### config.mk
export PLATFORM = sky130hd
export DESIGN_NAME = hba_arbiter_flat
export DESIGN_NICKNAME = d
export VERILOG_FILES = /design/src/rtl/hba_arbiter_if.sv /design/src/rtl/hba_arbiter.sv /design/src/flat_wrapper.sv
export SDC_FILE = /design/constraint.sdc
export NUM_CORES = 1
export LEC_CHECK = 0
export CORE_AREA = 2 2 88 65
export DETAILED_ROUTE_END_ITERATION = 10
export DIE_AREA = 0 0 90 67
export PLACE_DENSITY = 0.8
export SLEW_MARGIN = 5
export SYNTH_ARGS = -nofsm -noshare
export SYNTH_HDL_FRONTEND = slang
export SYNTH_SLANG_ARGS = --single-unit
### constraint.sdc
create_clock -name hba_clk -period 2.81 [get_ports hba_clk]
set_input_delay 0.4215 -clock hba_clk [delete_from_list [all_inputs] [get_ports hba_clk]]
set_output_delay 0.4215 -clock hba_clk [all_outputs]
set_load 0.05 [all_outputs]
### src/rtl/hba_arbiter_if.sv
// ---------------------------------------------------------------------------
// hba_arbiter_if
// Bundles the master-side request/transfer fields, the muxed slave-side bus
// and the watchdog status of the HBA arbiter.
//   master modport : the arbiter's view (takes requests and slave responses,
//                    drives grant, the muxed bus, the ack/read data to the
//                    masters and the error flag)
//   slave modport  : the environment's view (the opposite directions)
// Signals:
//   master_request / hba_mgrant                  request / one-hot grant
//   master_{abus,rnw,select,dbus}_all            packed per-master fields
//   hba_{abus,rnw,select,dbus}                   muxed bus to the slaves
//   hba_xferack_slave / hba_dbus_slave           OR of the slave responses
//   hba_xferack / hba_dbus_rd                    response to the masters
//   timeout_err / err_clear                      sticky watchdog error
// ---------------------------------------------------------------------------
interface hba_arbiter_if #(
    parameter int NUM_MASTERS = 4,
    parameter int DBUS_WIDTH  = 8,
    parameter int ADDR_WIDTH  = 12
);
    logic [NUM_MASTERS-1:0]            master_request;
    logic [NUM_MASTERS-1:0]            hba_mgrant;
    logic [NUM_MASTERS*ADDR_WIDTH-1:0] master_abus_all;
    logic [NUM_MASTERS-1:0]            master_rnw_all;
    logic [NUM_MASTERS-1:0]            master_select_all;
    logic [NUM_MASTERS*DBUS_WIDTH-1:0] master_dbus_all;
    logic [ADDR_WIDTH-1:0]             hba_abus;
    logic                              hba_rnw;
    logic                              hba_select;
    logic [DBUS_WIDTH-1:0]             hba_dbus;
    logic                              hba_xferack_slave;
    logic [DBUS_WIDTH-1:0]             hba_dbus_slave;
    logic                              hba_xferack;
    logic [DBUS_WIDTH-1:0]             hba_dbus_rd;
    logic                              timeout_err;
    logic                              err_clear;

    modport master (
        input  master_request, master_abus_all, master_rnw_all,
               master_select_all, master_dbus_all,
               hba_xferack_slave, hba_dbus_slave, err_clear,
        output hba_mgrant, hba_abus, hba_rnw, hba_select, hba_dbus,
               hba_xferack, hba_dbus_rd, timeout_err
    );

    modport slave (
        output master_request, master_abus_all, master_rnw_all,
               master_select_all, master_dbus_all,
               hba_xferack_slave, hba_dbus_slave, err_clear,
        input  hba_mgrant, hba_abus, hba_rnw, hba_select, hba_dbus,
               hba_xferack, hba_dbus_rd, timeout_err
    );
endinterface

### src/rtl/hba_arbiter.sv
// ---------------------------------------------------------------------------
// hba_arbiter
// Round-robin arbiter plus bus multiplexer letting NUM_MASTERS HBA masters
// share one HBA slave bus, with a per-transfer watchdog that completes a
// transfer with an error when no slave acknowledges within XFER_TIMEOUT
// cycles.
// Ports:
//   hba_clk    : bus clock, rising edge
//   hba_reset  : asynchronous active-low reset
//   bus        : hba_arbiter_if.master (requests, grant, muxed bus,
//                slave responses, ack/read data, timeout_err/err_clear)
// ---------------------------------------------------------------------------
module hba_arbiter #(
    parameter int NUM_MASTERS  = 4,
    parameter int DBUS_WIDTH   = 8,
    parameter int ADDR_WIDTH   = 12,
    parameter int XFER_TIMEOUT = 64
) (
    input  logic          hba_clk,
    input  logic          hba_reset,
    hba_arbiter_if.master bus
);
    localparam int IDX_W = (NUM_MASTERS > 1) ? $clog2(NUM_MASTERS) : 1;
    localparam int CNT_W = $clog2(XFER_TIMEOUT) + 1;
    localparam logic [CNT_W-1:0]       CNT_LAST = CNT_W'(XFER_TIMEOUT - 1);
    localparam logic [CNT_W-1:0]       CNT_MAX  = {CNT_W{1'b1}};
    localparam logic [IDX_W-1:0]       IDX_LAST = IDX_W'(NUM_MASTERS - 1);
    localparam logic [NUM_MASTERS-1:0] ONE_HOT0 = NUM_MASTERS'(1);

    typedef enum logic [0:0] {
        ST_IDLE    = 1'b0,
        ST_GRANTED = 1'b1
    } state_t;

    state_t                 state_q, state_d;
    logic [NUM_MASTERS-1:0] grant_q, grant_d;
    logic [IDX_W-1:0]       owner_q, owner_d;
    logic [IDX_W-1:0]       ptr_q, ptr_d;
    logic [CNT_W-1:0]       cnt_q, cnt_d;
    logic                   err_q, err_d;

    logic [IDX_W:0]         pick_s;
    logic                   owner_req_s;
    logic                   owner_sel_s;
    logic [ADDR_WIDTH-1:0]  abus_s;
    logic                   rnw_s;
    logic                   select_s;
    logic [DBUS_WIDTH-1:0]  dbus_s;
    logic                   timeout_hit_s;

    // Round-robin pick: {found, index} of the first requester at ptr, ptr+1, ...
    // Scanned from the far end so the lowest offset from ptr is written last.
    function automatic logic [IDX_W:0] rr_pick(input logic [NUM_MASTERS-1:0] req,
                                               input logic [IDX_W-1:0]       ptr);
        logic [IDX_W:0]   res;
        logic [IDX_W-1:0] sel;
        int               idx;
        res = '0;
        for (int i = NUM_MASTERS - 1; i >= 0; i--) begin
            idx = int'(ptr) + i;
            if (idx >= NUM_MASTERS) begin
                idx = idx - NUM_MASTERS;
            end else begin
                idx = idx;
            end
            sel = IDX_W'(idx);
            if (req[sel]) begin
                res = {1'b1, sel};
            end else begin
                res = res;
            end
        end
        return res;
    endfunction

    assign pick_s      = rr_pick(bus.master_request, ptr_q);
    assign owner_req_s = bus.master_request[owner_q];
    assign owner_sel_s = bus.master_select_all[owner_q];

    // State register: FSM, grant, owner, rr pointer, watchdog counter, error flag.
    always_ff @(posedge hba_clk or negedge hba_reset) begin
        if (!hba_reset) begin
            state_q <= ST_IDLE;
            grant_q <= '0;
            owner_q <= '0;
            ptr_q   <= '0;
            cnt_q   <= '0;
            err_q   <= 1'b0;
        end else begin
            state_q <= state_d;
            grant_q <= grant_d;
            owner_q <= owner_d;
            ptr_q   <= ptr_d;
            cnt_q   <= cnt_d;
            err_q   <= err_d;
        end
    end

    // Next-state logic: grant in IDLE, release when owner is fully quiet.
    always_comb begin
        state_d = state_q;
        grant_d = grant_q;
        owner_d = owner_q;
        ptr_d   = ptr_q;
        case (state_q)
            ST_IDLE: begin
                if (pick_s[IDX_W]) begin
                    state_d = ST_GRANTED;
                    owner_d = pick_s[IDX_W-1:0];
                    grant_d = ONE_HOT0 << pick_s[IDX_W-1:0];
                end else begin
                    grant_d = '0;
                end
            end
            ST_GRANTED: begin
                // A dropped request with select still high keeps the grant
                // until the transfer is acked or timed out.
                if (!owner_req_s && !owner_sel_s) begin
                    state_d = ST_IDLE;
                    grant_d = '0;
                    ptr_d   = (owner_q == IDX_LAST) ? '0 : owner_q + IDX_W'(1);
                end else begin
                    grant_d = grant_q;
                end
            end
            default: begin
                state_d = ST_IDLE;
                grant_d = '0;
            end
        endcase
    end

    // Output logic: bus mux from the grant register; idle bus is all zeros.
    always_comb begin
        abus_s   = '0;
        rnw_s    = 1'b0;
        select_s = 1'b0;
        dbus_s   = '0;
        if (grant_q != '0) begin
            abus_s   = bus.master_abus_all[int'(owner_q)*ADDR_WIDTH +: ADDR_WIDTH];
            rnw_s    = bus.master_rnw_all[owner_q];
            select_s = bus.master_select_all[owner_q];
            dbus_s   = bus.master_dbus_all[int'(owner_q)*DBUS_WIDTH +: DBUS_WIDTH];
        end else begin
            abus_s   = '0;
        end
    end

    // Timeout only fires without a slave ack, so a same-cycle ack wins.
    assign timeout_hit_s = select_s && !bus.hba_xferack_slave && (cnt_q == CNT_LAST);

    // Watchdog next state: count unacked select cycles, saturate, clear on end.
    always_comb begin
        cnt_d = cnt_q;
        err_d = err_q;
        if (!select_s || bus.hba_xferack_slave || timeout_hit_s) begin
            cnt_d = '0;
        end else if (cnt_q != CNT_MAX) begin
            cnt_d = cnt_q + CNT_W'(1);
        end else begin
            cnt_d = cnt_q;
        end
        // Setting has priority over a simultaneous clear.
        if (timeout_hit_s) begin
            err_d = 1'b1;
        end else if (bus.err_clear) begin
            err_d = 1'b0;
        end else begin
            err_d = err_q;
        end
    end

    assign bus.hba_mgrant  = grant_q;
    assign bus.hba_abus    = abus_s;
    assign bus.hba_rnw     = rnw_s;
    assign bus.hba_select  = select_s;
    assign bus.hba_dbus    = dbus_s;
    assign bus.hba_xferack = bus.hba_xferack_slave | timeout_hit_s;
    assign bus.hba_dbus_rd = timeout_hit_s ? '0 : bus.hba_dbus_slave;
    assign bus.timeout_err = err_q;

endmodule
### src/flat_wrapper.sv
// flat-port wrapper written by rule: the top's interface ports become plain ports
module hba_arbiter_flat 
#(
    parameter int NUM_MASTERS  = 4,
    parameter int DBUS_WIDTH   = 8,
    parameter int ADDR_WIDTH   = 12,
    parameter int XFER_TIMEOUT = 64
)
  (hba_clk, hba_reset, bus_master_request, bus_master_abus_all, bus_master_rnw_all, bus_master_select_all, bus_master_dbus_all, bus_hba_xferack_slave, bus_hba_dbus_slave, bus_err_clear, bus_hba_mgrant, bus_hba_abus, bus_hba_rnw, bus_hba_select, bus_hba_dbus, bus_hba_xferack, bus_hba_dbus_rd, bus_timeout_err);
  hba_arbiter_if #(.NUM_MASTERS(NUM_MASTERS), .DBUS_WIDTH(DBUS_WIDTH), .ADDR_WIDTH(ADDR_WIDTH)) bus_i ();
  input  logic hba_clk;
  input  logic hba_reset;
  input wire logic [$bits(bus_i.master_request)-1:0] bus_master_request;
  input wire logic [$bits(bus_i.master_abus_all)-1:0] bus_master_abus_all;
  input wire logic [$bits(bus_i.master_rnw_all)-1:0] bus_master_rnw_all;
  input wire logic [$bits(bus_i.master_select_all)-1:0] bus_master_select_all;
  input wire logic [$bits(bus_i.master_dbus_all)-1:0] bus_master_dbus_all;
  input wire logic [$bits(bus_i.hba_xferack_slave)-1:0] bus_hba_xferack_slave;
  input wire logic [$bits(bus_i.hba_dbus_slave)-1:0] bus_hba_dbus_slave;
  input wire logic [$bits(bus_i.err_clear)-1:0] bus_err_clear;
  output wire logic [$bits(bus_i.hba_mgrant)-1:0] bus_hba_mgrant;
  output wire logic [$bits(bus_i.hba_abus)-1:0] bus_hba_abus;
  output wire logic [$bits(bus_i.hba_rnw)-1:0] bus_hba_rnw;
  output wire logic [$bits(bus_i.hba_select)-1:0] bus_hba_select;
  output wire logic [$bits(bus_i.hba_dbus)-1:0] bus_hba_dbus;
  output wire logic [$bits(bus_i.hba_xferack)-1:0] bus_hba_xferack;
  output wire logic [$bits(bus_i.hba_dbus_rd)-1:0] bus_hba_dbus_rd;
  output wire logic [$bits(bus_i.timeout_err)-1:0] bus_timeout_err;
  assign bus_i.master_request = bus_master_request;
  assign bus_i.master_abus_all = bus_master_abus_all;
  assign bus_i.master_rnw_all = bus_master_rnw_all;
  assign bus_i.master_select_all = bus_master_select_all;
  assign bus_i.master_dbus_all = bus_master_dbus_all;
  assign bus_i.hba_xferack_slave = bus_hba_xferack_slave;
  assign bus_i.hba_dbus_slave = bus_hba_dbus_slave;
  assign bus_i.err_clear = bus_err_clear;
  assign bus_hba_mgrant = bus_i.hba_mgrant;
  assign bus_hba_abus = bus_i.hba_abus;
  assign bus_hba_rnw = bus_i.hba_rnw;
  assign bus_hba_select = bus_i.hba_select;
  assign bus_hba_dbus = bus_i.hba_dbus;
  assign bus_hba_xferack = bus_i.hba_xferack;
  assign bus_hba_dbus_rd = bus_i.hba_dbus_rd;
  assign bus_timeout_err = bus_i.timeout_err;
  hba_arbiter #(.NUM_MASTERS(NUM_MASTERS), .DBUS_WIDTH(DBUS_WIDTH), .ADDR_WIDTH(ADDR_WIDTH), .XFER_TIMEOUT(XFER_TIMEOUT)) u_core (.hba_clk(hba_clk), .hba_reset(hba_reset), .bus(bus_i));
endmodule
==> results.ini <==
[place]
gp_congestion=0.7884
dp_slack_ns=-0.03940
place_inst=353
dpl.hpwl_mm=4.559
place_area_um2=3027
port-buffer-count=139

[clocking]
cts_sinks=17
clk_path_buf_depth=2
cts-buffers-inserted=3
cts_tree=yes
clock_latency_ns=0.25
clkSlewWorstSetupHoldPaths_ns=0.07
cts_root_buf=clkbuf_8
post_cts_buffers=0
cts_hold_buf=0
htree_levels=1

[yosys]
synth-seq-cells=17
synth-async-reset-ratio_pct=100.0
synthCells=146
ys_warn_count=0
synth_fp_nets=252
syn_area_um2=1613
avgSynthCellArea_um2=11.05
ys_seq_area_share_pct=26.38
synth_flop_cell=dfrtp_1
synth_edf_count=0
synth_cell_types=36

[grt]
track_usage_pct=18.02
grt_pass1_wl_mm=8.694
grt_pass1_vias=1871
grt_antenna_before_repair=0
grt-ovfl-total=0
grt_max_degree=26

[drt]
drtIter0Drc=93
vias=1731
wl_per_cell_um=15.46
first_pass_iters=4
wl_mm=5.521
route.antenna.remaining_nets=0
viasPerCell=4.849
drc=0

[final_layout]
multi_input_area_um2=1125
nets=392
drive_gt1_share_pct=27.37
fillers=440
finalNonFillerCells=357
final-seq-area_um2=426.7
diodes=0
area_growth_pct=90.77
fin_area_um2=3077

[power]
p_leak_nw=1.228
p_int_mw=1.409
p_per_area_nw_per_um2=1022
power.total_mw=3.145
clkPwrFrac_pct=5.8
power.switching_mw=1.736
netSwitchingFraction_pct=55.19
pwr-share-comb_pct=82.1
power_frac_seq_pct=12.1
peakVddDrop_v=0.0004327

[die]
row_count=22
fp.dieArea_um2=6030
initial_utilization_pct=31.50
die_h_um=67
io_pins=140
die_w_um=90
core_area_um2=5120

[critical_path]
crit_buf_inv=2
worstSetupPathType=primary input to primary output
cp_max_fo=10
critPathRequiredTime_ns=2.39
crit_chain=clkdlybuf4s50_1 > mux4_2 > or3b_1 > or3_4 > and2_4 > buf_4
arrival_ns=2.31
max_stage_delay_ns=0.46
slowest_stage=clkdlybuf4s50_1
worstSetupStartpointType=primary input
crit_family=simple AND/OR/NAND/NOR gates
end_kind=primary output

[timing]
fin_setup_tns_ns=0
fin_ws_ns=0.08310
rsz0062_at_grt=no
drv_slew=0
slew_headroom_pct=48.03
tightest_slew_ns=0.7771
finalCritPeriodShare_pct=97.04
hold_viol=0
fmaxAchievable_mhz=366.7
setup_viol=0
finalClockSkew_ns=0.008098
post-route-min-period_ns=2.727

[run]
max_cap_violations=0

[outcome]
status=finished clean

[hold_path]
min_path_type=flop to flop

stage by stage:
stage | hold slack (ns) | util [%]
global route | 0.5789 | 60.09
global placement | 0.5093 | 59.12
CTS | 0.5313 | 60.09
finish | 0.5302 | 60.09
detailed placement | 0.5197 | 59.12
floorplan | 0.1259 | -
metal layers:
metal	share of wire (%)	global-route usage, %	vias up
li1	-	-	838
met1	42	22.48	800
met2	49	32.52	91
met3	8.5	4.186	2
met4	0.42	3.462	0
met5	0	0	-
cells in the final DEF, fill, tap and decap left out, drive strengths merged, types with 2 or more instances in the layout:
cell | synthesis | layout
nor2b | 22 | 22
nand2 | 5 | 5
buf | 4 | 37
and2 | 9 | 9
or3b | 2 | 2
inv | 5 | 5
o2bb2ai | 2 | 2
a21oi | 5 | 5
a21boi | 2 | 2
mux4 | 23 | 23
nand3 | 4 | 4
ha | 2 | 2
a211oi | 3 | 3
nand2b | 2 | 2
o21ai | 4 | 4
dfrtp | 17 | 17
a22o | 2 | 2
mux2 | 2 | 2
nor2 | 10 | 10
nor3 | 2 | 2
clkdlybuf4s50 | 0 | 108
clkbuf | 6 | 4
a21o | 2 | 2
kinds of logic after synthesis:
kind of cell / Yosys count / synth area share [%]
DFF: 17 / 26.38
AOI/OAI and AO/OA: 26 / 11.33
buffers and inverters: 15 / 4.577
and+or+nand+nor: 60 / 22.03
adders and majority gates: 2 / 1.551
muxes: 26 / 34.14
worst reg2reg max path, stage by stage, from the launching register on:
cell and delay (ns):
dfrtp_2 0.37, buf_4 0.40, mux4_2 0.60, nor3_1 0.27
mux2_2 0.37
cell type report:
class | count | share of cell area, %
Tap cell | 72 | 2.928
Clock buffer | 4 | 1.464
Inverter | 5 | 0.6100
Multi-Input combinational cell | 114 | 36.56
Timing Repair Buffer | 145 | 44.57
Sequential cell | 17 | 13.87
synthesized netlist by cell type, drive strengths merged, types with 2 or more instances:
cell | instances | area (um2)
nor2b | 22 | 137.6
inv | 5 | 18.77
dfrtp | 17 | 425.4
a21boi | 2 | 15.01
a21oi | 5 | 25.02
o21ai | 4 | 20.02
nand3 | 4 | 20.02
clkbuf | 6 | 22.52
mux2 | 2 | 22.52
ha | 2 | 25.02
nand2 | 5 | 18.77
a211oi | 3 | 22.52
o2bb2ai | 2 | 17.52
a22o | 2 | 17.52
and2 | 9 | 76.33
or3b | 2 | 17.52
mux4 | 23 | 518.0
nor3 | 2 | 10.01
nor2 | 10 | 37.54
a21o | 2 | 15.01
nand2b | 2 | 12.51
buf | 4 | 32.53
state kept, by name, summed over array words and instances (netlist names):
register and flops:
u_core.bus.timeout_err 1, u_core.owner_q 2, u_core.state_q 1, u_core.ptr_q 2, u_core.cnt_q 7, u_core.bus.hba_mgrant 4
power groups by stage:
stage	clock network [mW]	logic, mW	registers, mW
after floorplan	0	1.74	0.448
after global placement	0	2.59	0.384
final	0.183	2.58	0.381
after detailed placement	0	2.61	0.385
after CTS	0.184	2.62	0.382
after global routing	0.198	2.74	0.393
worst paths after layout:
check                                    startpoint                     end  slack, ns  cells past startpoint
setup reg to reg                  u_core.owner_q[0]         u_core.ptr_q[1]       0.68                      4
hold reg to reg              u_core.bus.timeout_err  u_core.bus.timeout_err       0.53                      2
min in group asynchronous                 hba_reset         u_core.cnt_q[6]       0.62                      1
hold / removal               u_core.bus.timeout_err  u_core.bus.timeout_err       0.53                      2
max in group asynchronous                 hba_reset       u_core.owner_q[0]       1.64                      1
setup / recovery           bus_master_select_all[1]      bus_hba_dbus_rd[5]       0.08                      6
timing repair:
item / 4_1_cts / 5_1_grt
gates resized for setup: 1 / 0
endpoints found under the hold margin: 0 / 0
setup endpoints to repair: 8 / 0
(Power assumes the default switching activity.)
